File: config.mk
export PLATFORM = sky130hd
export DESIGN_NAME = lsu
export DESIGN_NICKNAME = d
export VERILOG_FILES = /design/src/rtl/lsu.sv
export SDC_FILE = /design/constraint.sdc
export NUM_CORES = 1
export LEC_CHECK = 0
export CORE_MARGIN = 3
export CORE_UTILIZATION = 44
export DETAILED_ROUTE_END_ITERATION = 16
export PLACE_DENSITY_LB_ADDON = 0.15
export SKIP_CTS_REPAIR_TIMING = 1
export SLEW_MARGIN = 20
export SYNTH_ARGS = -nofsm -noshare
export SYNTH_HDL_FRONTEND = slang
export SYNTH_SLANG_ARGS = --single-unit
File: constraint.sdc
create_clock -name clk -period 2.45 [get_ports clk]
set_clock_uncertainty 0.15 [all_clocks]
set_input_delay 0.3675 -clock clk [delete_from_list [all_inputs] [get_ports clk]]
set_output_delay 0.3675 -clock clk [all_outputs]
set_load 0.02 [all_outputs]
File: src/rtl/lsu.sv
// Load/store unit: byte-addressed byte/half/word requests onto a word-wide memory port,
// with read-modify-write for sub-word stores. Optional macro: LSU_MISALIGN_FAULT_EN.
module lsu #(
    parameter int MEM_SIZE = 64
) (
    input  logic        clk,
    input  logic        reset,
    input  logic        req_valid,
    output logic        req_ready,
    input  logic        req_we,
    input  logic [1:0]  req_size,
    input  logic        req_unsigned,
    input  logic [31:0] req_addr,
    input  logic [31:0] req_wdata,
    output logic        rsp_valid,
    output logic [31:0] rsp_rdata,
    output logic        rsp_fault,
    output logic        mem_we,
    output logic [31:0] mem_a,
    output logic [31:0] mem_wd,
    input  logic [31:0] mem_rd
);

    typedef enum logic [2:0] {
        IDLE,
        LOAD,
        READ,
        WRITE,
        RESP
    } state_t;

    localparam logic [29:0] MEM_WORDS = 30'(MEM_SIZE);

    state_t      state_q, state_d;
    logic        req_ready_q, req_ready_d;
    logic        rsp_valid_q, rsp_valid_d;
    logic        rsp_fault_q, rsp_fault_d;
    logic [31:0] rsp_rdata_q, rsp_rdata_d;
    logic        mem_we_q, mem_we_d;
    logic [31:0] mem_a_q, mem_a_d;
    logic [31:0] mem_wd_q, mem_wd_d;
    logic [1:0]  lane_q, lane_d;
    logic [1:0]  size_q, size_d;
    logic        unsigned_q, unsigned_d;
    logic [15:0] wdata_q, wdata_d;

    logic        misalign;
    logic        fault;

`ifdef LSU_MISALIGN_FAULT_EN
    assign misalign = ((req_size == 2'b01) && req_addr[0]) ||
                      ((req_size == 2'b10) && (req_addr[1:0] != 2'b00));
`else
    assign misalign = 1'b0;
`endif

    assign fault = (req_size == 2'b11) || (req_addr[31:2] >= MEM_WORDS) || misalign;

    function automatic logic [31:0] extract(input logic [31:0] word, input logic [1:0] size,
                                            input logic [1:0] lane, input logic uns);
        logic [7:0]  b;
        logic [15:0] h;
        logic [31:0] result;
        case (lane)
            2'd0:    b = word[7:0];
            2'd1:    b = word[15:8];
            2'd2:    b = word[23:16];
            default: b = word[31:24];
        endcase
        h = lane[1] ? word[31:16] : word[15:0];
        case (size)
            2'b00:   result = uns ? {24'h0, b} : {{24{b[7]}}, b};
            2'b01:   result = uns ? {16'h0, h} : {{16{h[15]}}, h};
            default: result = word;
        endcase
        return result;
    endfunction

    function automatic logic [31:0] merge(input logic [31:0] word, input logic [1:0] size,
                                          input logic [1:0] lane, input logic [15:0] wd);
        logic [31:0] result;
        result = word;
        if (size == 2'b00) begin
            case (lane)
                2'd0:    result[7:0]   = wd[7:0];
                2'd1:    result[15:8]  = wd[7:0];
                2'd2:    result[23:16] = wd[7:0];
                default: result[31:24] = wd[7:0];
            endcase
        end else if (lane[1]) begin
            result[31:16] = wd;
        end else begin
            result[15:0] = wd;
        end
        return result;
    endfunction

    // Response and write strobes default low so they pulse for exactly one state.
    always_comb begin
        state_d     = state_q;
        req_ready_d = req_ready_q;
        rsp_valid_d = 1'b0;
        rsp_fault_d = 1'b0;
        rsp_rdata_d = 32'h0;
        mem_we_d    = 1'b0;
        mem_a_d     = mem_a_q;
        mem_wd_d    = 32'h0;
        lane_d      = lane_q;
        size_d      = size_q;
        unsigned_d  = unsigned_q;
        wdata_d     = wdata_q;
        case (state_q)
            IDLE: begin
                if (req_valid) begin
                    lane_d      = req_addr[1:0];
                    size_d      = req_size;
                    unsigned_d  = req_unsigned;
                    wdata_d     = req_wdata[15:0];
                    req_ready_d = 1'b0;
                    if (fault) begin
                        state_d     = RESP;
                        rsp_valid_d = 1'b1;
                        rsp_fault_d = 1'b1;
                    end else if (!req_we) begin
                        state_d = LOAD;
                        mem_a_d = {2'b00, req_addr[31:2]};
                    end else if (req_size == 2'b10) begin
                        state_d  = WRITE;
                        mem_we_d = 1'b1;
                        mem_a_d  = {2'b00, req_addr[31:2]};
                        mem_wd_d = req_wdata;
                    end else begin
                        state_d = READ;
                        mem_a_d = {2'b00, req_addr[31:2]};
                    end
                end
            end
            LOAD: begin
                state_d     = RESP;
                rsp_valid_d = 1'b1;
                rsp_rdata_d = extract(mem_rd, size_q, lane_q, unsigned_q);
                mem_a_d     = 32'h0;
            end
            READ: begin
                // mem_a is held into WRITE so the merge lands on the word just read.
                state_d  = WRITE;
                mem_we_d = 1'b1;
                mem_wd_d = merge(mem_rd, size_q, lane_q, wdata_q);
            end
            WRITE: begin
                state_d     = RESP;
                rsp_valid_d = 1'b1;
                mem_a_d     = 32'h0;
            end
            RESP: begin
                state_d     = IDLE;
                req_ready_d = 1'b1;
            end
            default: begin
                state_d     = IDLE;
                req_ready_d = 1'b1;
                mem_a_d     = 32'h0;
            end
        endcase
    end

    always_ff @(posedge clk or negedge reset) begin
        if (!reset) begin
            state_q     <= IDLE;
            req_ready_q <= 1'b1;
            rsp_valid_q <= 1'b0;
            rsp_fault_q <= 1'b0;
            rsp_rdata_q <= 32'h0;
            mem_we_q    <= 1'b0;
            mem_a_q     <= 32'h0;
            mem_wd_q    <= 32'h0;
            lane_q      <= 2'b00;
            size_q      <= 2'b00;
            unsigned_q  <= 1'b0;
            wdata_q     <= 16'h0;
        end else begin
            state_q     <= state_d;
            req_ready_q <= req_ready_d;
            rsp_valid_q <= rsp_valid_d;
            rsp_fault_q <= rsp_fault_d;
            rsp_rdata_q <= rsp_rdata_d;
            mem_we_q    <= mem_we_d;
            mem_a_q     <= mem_a_d;
            mem_wd_q    <= mem_wd_d;
            lane_q      <= lane_d;
            size_q      <= size_d;
            unsigned_q  <= unsigned_d;
            wdata_q     <= wdata_d;
        end
    end

    assign req_ready = req_ready_q;
    assign rsp_valid = rsp_valid_q;
    assign rsp_fault = rsp_fault_q;
    assign rsp_rdata = rsp_rdata_q;
    assign mem_we    = mem_we_q;
    assign mem_a     = mem_a_q;
    assign mem_wd    = mem_wd_q;

endmodule

==> flow_summary_export.csv <==
group,metric,value,unit
sta,finalHoldViolations,0,
synth,synth_mux_area_share,5.56,%
clock_network,cts_buffers,17,
synth,synth-simple-area-share,18.4,%
flow_run,maxCapViolations,0,
clock_network,clk_latency,0.42,ns
synth,synth_adder_area_share,0,%
die,row_count,39,
synth,netlist_instances,500,
grt,grt_pass1_vias,4732,
grt,grt_pass1_wl,25.8,mm
detailed_routing,dr.first_iter.drc_count,459,
detailed_routing,wl_per_cell,18.9,um
worst_setup_path,critPathKind,"in -> reg",
worst_setup_path,required,2.59,ns
clock_network,clock-root-buffer,"clkbuf_16",
detailed_routing,post-route-drc-count,0,
sta,min_period,2.10,ns
synth,avgSynthCellArea,10.6,um^2
synth,yosysSeqAreaShare,57.6,%
pwr,seqPwrFrac,39.0,%
place,gp_congestion,0.881,
detailed_routing,vias,4764,
hold_path,hold_path_class,"in -> async",
synth,ys.flop_type,"dfrtp_1",
clock_network,cts.clk_slew.worst_paths,0.06,ns
finish,diodes,0,
sta,worst_slew_pin_slew,0.633,ns
sta,fin_hold_ws,0.285,ns
grt,antenna_found_initial,0,
synth,ys_warn_count,0,
finish,utilization,71.0,%
synth,synth-edff-count,0,
clock_network,h-tree-depth,4,
worst_setup_path,end_kind,"flop",
die,die_height,116,um
detailed_routing,viasPerCell,5.48,
synth,ys_ff_latch,122,
synth,synth-compound-area-share,15.3,%
place,hpwlAfterDp,12.4,mm
finish,drive_above_1_share,12.0,%
die,core,11600,um^2
worst_setup_path,crit_family,"simple AND/OR/NAND/NOR gates",
die,die_x,116,um
pwr,pwr-share-clk,47.4,%
pwr,vdd_drop_max,0.436,mV
worst_setup_path,crit_chain,"clkdlybuf4s50_1, nor4_1, nand4_1, or4_4, a32o_1",
worst_setup_path,start_kind,"input pin",
finish,nNetsFinal,817,
place,portBuffers,200,
worst_setup_path,cp_max_fo,30,
detailed_routing,ant_nets,0,
clock_network,clock_path_buffers,2,
sta,finalCritPeriodShare,85.9,%
finish,nFillCells,870,
grt,grt.overflow.total,0,
worst_setup_path,critPathBufInv,1,
status,status,"finished, final reports clean",
pwr,p_leak,3.89,nW
sta,finalMaxSlewViolations,0,
pwr,power_frac_comb,13.6,%
clock_network,cts_sinks,122,
pwr,p_sw,1.37,mW
die,num_io_pins,203,
sta,grt_setup_unrepaired,"false",
worst_setup_path,arrival,2.25,ns
worst_setup_path,crit_slowest_cell,"or4_4",
synth,synth_xor_area_share,0,%
die,die_area,13400,um^2
pwr,p_int,4.14,mW
worst_setup_path,cp_slowest_stage_delay,0.72,ns
pwr,powerDensity,668,nW/um^2
detailed_routing,routed_wl,16.4,mm
synth,syn_area,5310,um^2
die,floorplan.initialDensity,45.7,%
grt,grt_usage,25.3,%
synth,synth_top_family_by_area,"simple AND/OR/NAND/NOR gates",
finish,area_delta_synth_final,55.3,%
pwr,swShare,24.8,%
clock_network,cts_tree,"done",
sta,clock.fmax,0.475,GHz
sta,relSlewSlack,57.8,%
synth,async_flop_share,100,%
grt,grt_max_degree,63,
synth,yosysUniqueCellTypes,44,
detailed_routing,dr.pass1.iters,5,
sta,setup-violations-final,0,
==> placed cells by master (no fill, tap or decap), types with 2 or more instances in the layout <==
cell type and count:
a21boi_0 8, a21o_1 10, a21oi_1 6, a31oi_1 6, a32o_1 6, and2_1 2, and3_1 24, buf_12 3
buf_4 28, bufinv_16 4, clkbuf_16 17, clkdlybuf4s50_1 199, clkinv_2 2, clkinv_4 4, clkinvlp_4 3, conb_1 2
dfrtp_1 121, inv_1 4, mux2_2 10, mux2i_1 16, nand2_1 109, nand2b_1 9, nand3_1 4, nand4_1 2
nor2_1 18, nor2b_1 2, nor3_1 16, nor4_1 7, o21ai_0 7, o21ai_1 2, o221a_2 6, o22ai_1 19
o2bb2ai_1 32
==> power groups by stage <==
stage               Combinational, mW  Clock (mW)  Sequential [mW]
floorplan                       0.369           0             2.14
global placement                0.731           0             2.18
detailed placement              0.741           0             2.18
CTS                             0.746        2.65             2.15
global route                    0.816        2.76             2.16
finish                          0.748        2.61             2.15
==> kinds of logic (layout without fill, tap and decap cells) <==
logic type,count (synthesis),after routing
AO/OA/AOI/OAI,106,106
buffers and inverters,41,267
multiplexers,27,27
flip-flops,122,122
other,1,2
AND/OR/NAND/NOR,203,203
==> cells in the mapped netlist, types with 4 or more instances <==
| cell type | number | area, um^2 |
|---|---|---|
| nand3_1 | 4 | 20.0 |
| nor4_1 | 7 | 43.8 |
| and3_1 | 24 | 150 |
| nor3_1 | 16 | 80.1 |
| mux2_2 | 10 | 113 |
| dfrtp_1 | 121 | 3030 |
| clkbuf_1 | 28 | 105 |
| nand2_1 | 109 | 409 |
| o22ai_1 | 19 | 119 |
| a31oi_1 | 6 | 37.5 |
| nand2b_1 | 9 | 56.3 |
| o2bb2ai_1 | 32 | 280 |
| buf_2 | 5 | 25.0 |
| a21boi_0 | 8 | 60.1 |
| mux2i_1 | 16 | 160 |
| o221a_2 | 6 | 67.6 |
| a21o_1 | 10 | 75.1 |
| o21ai_0 | 7 | 35.0 |
| nor2_1 | 18 | 67.6 |
| inv_1 | 4 | 15.0 |
| a32o_1 | 6 | 60.1 |
| a21oi_1 | 6 | 30.0 |
==> path summary, 6_finish.rpt <==
path	from	to	slack (ns)	cells after the start
worst max register to register	lane_q[0]	rsp_rdata[27]	0.40	5
min in group clk	req_ready	req_ready	0.34	2
max in group asynchronous	reset	mem_wd[0]	1.09	3
worst min-delay path	reset	mem_a[16]	0.28	2
worst min register to register	req_ready	req_ready	0.34	2
worst max-delay path	req_addr[14]	mem_a[2]	0.35	5
==> metal layers <==
layer	wire [um]	part of all wire (%)	GRT usage (%)	vias to the layer above
met2	7550	46	37.4	211
met1	7330	45	36.8	2316
met5	0	0	0	-
met3	1340	8.1	6.11	20
li1	-	-	-	2217
met4	219	1.3	8.28	0
==> area by class of cell <==
type	instances	area, um^2	share of cell area, %
clock inverter	14	196	2.38
timing repair buffer	231	2270	27.6
inverter	4	15.0	0.182
tap	143	179	2.17
multi-input combinational	338	2100	25.4
clock buffer	18	429	5.21
sequential	122	3050	37.1
==> per-stage QoR <==
step	TNS (ns)	instance area [um^2]	std cells	setup WS, ns	power [mW]
2_1_floorplan	0	5310	501	0.363	2.51
3_3_place_gp	-0.248	7610	837	-0.0418	2.91
3_5_place_dp	-0.423	7610	837	-0.0738	2.92
4_1_cts	0	8230	869	0.353	5.54
5_1_grt	0	8240	870	0.298	5.73
6_report	0	8240	870	0.346	5.51
==> flip-flops by register name, summed over array words and instances, names as in the netlist, 2 cells and up <==
name / flops
state_q: 3
rsp_rdata: 32
size_q: 2
wdata_q: 16
mem_wd: 32
mem_a: 30
lane_q: 2
Note: power is estimated with default switching activity, not from simulation.
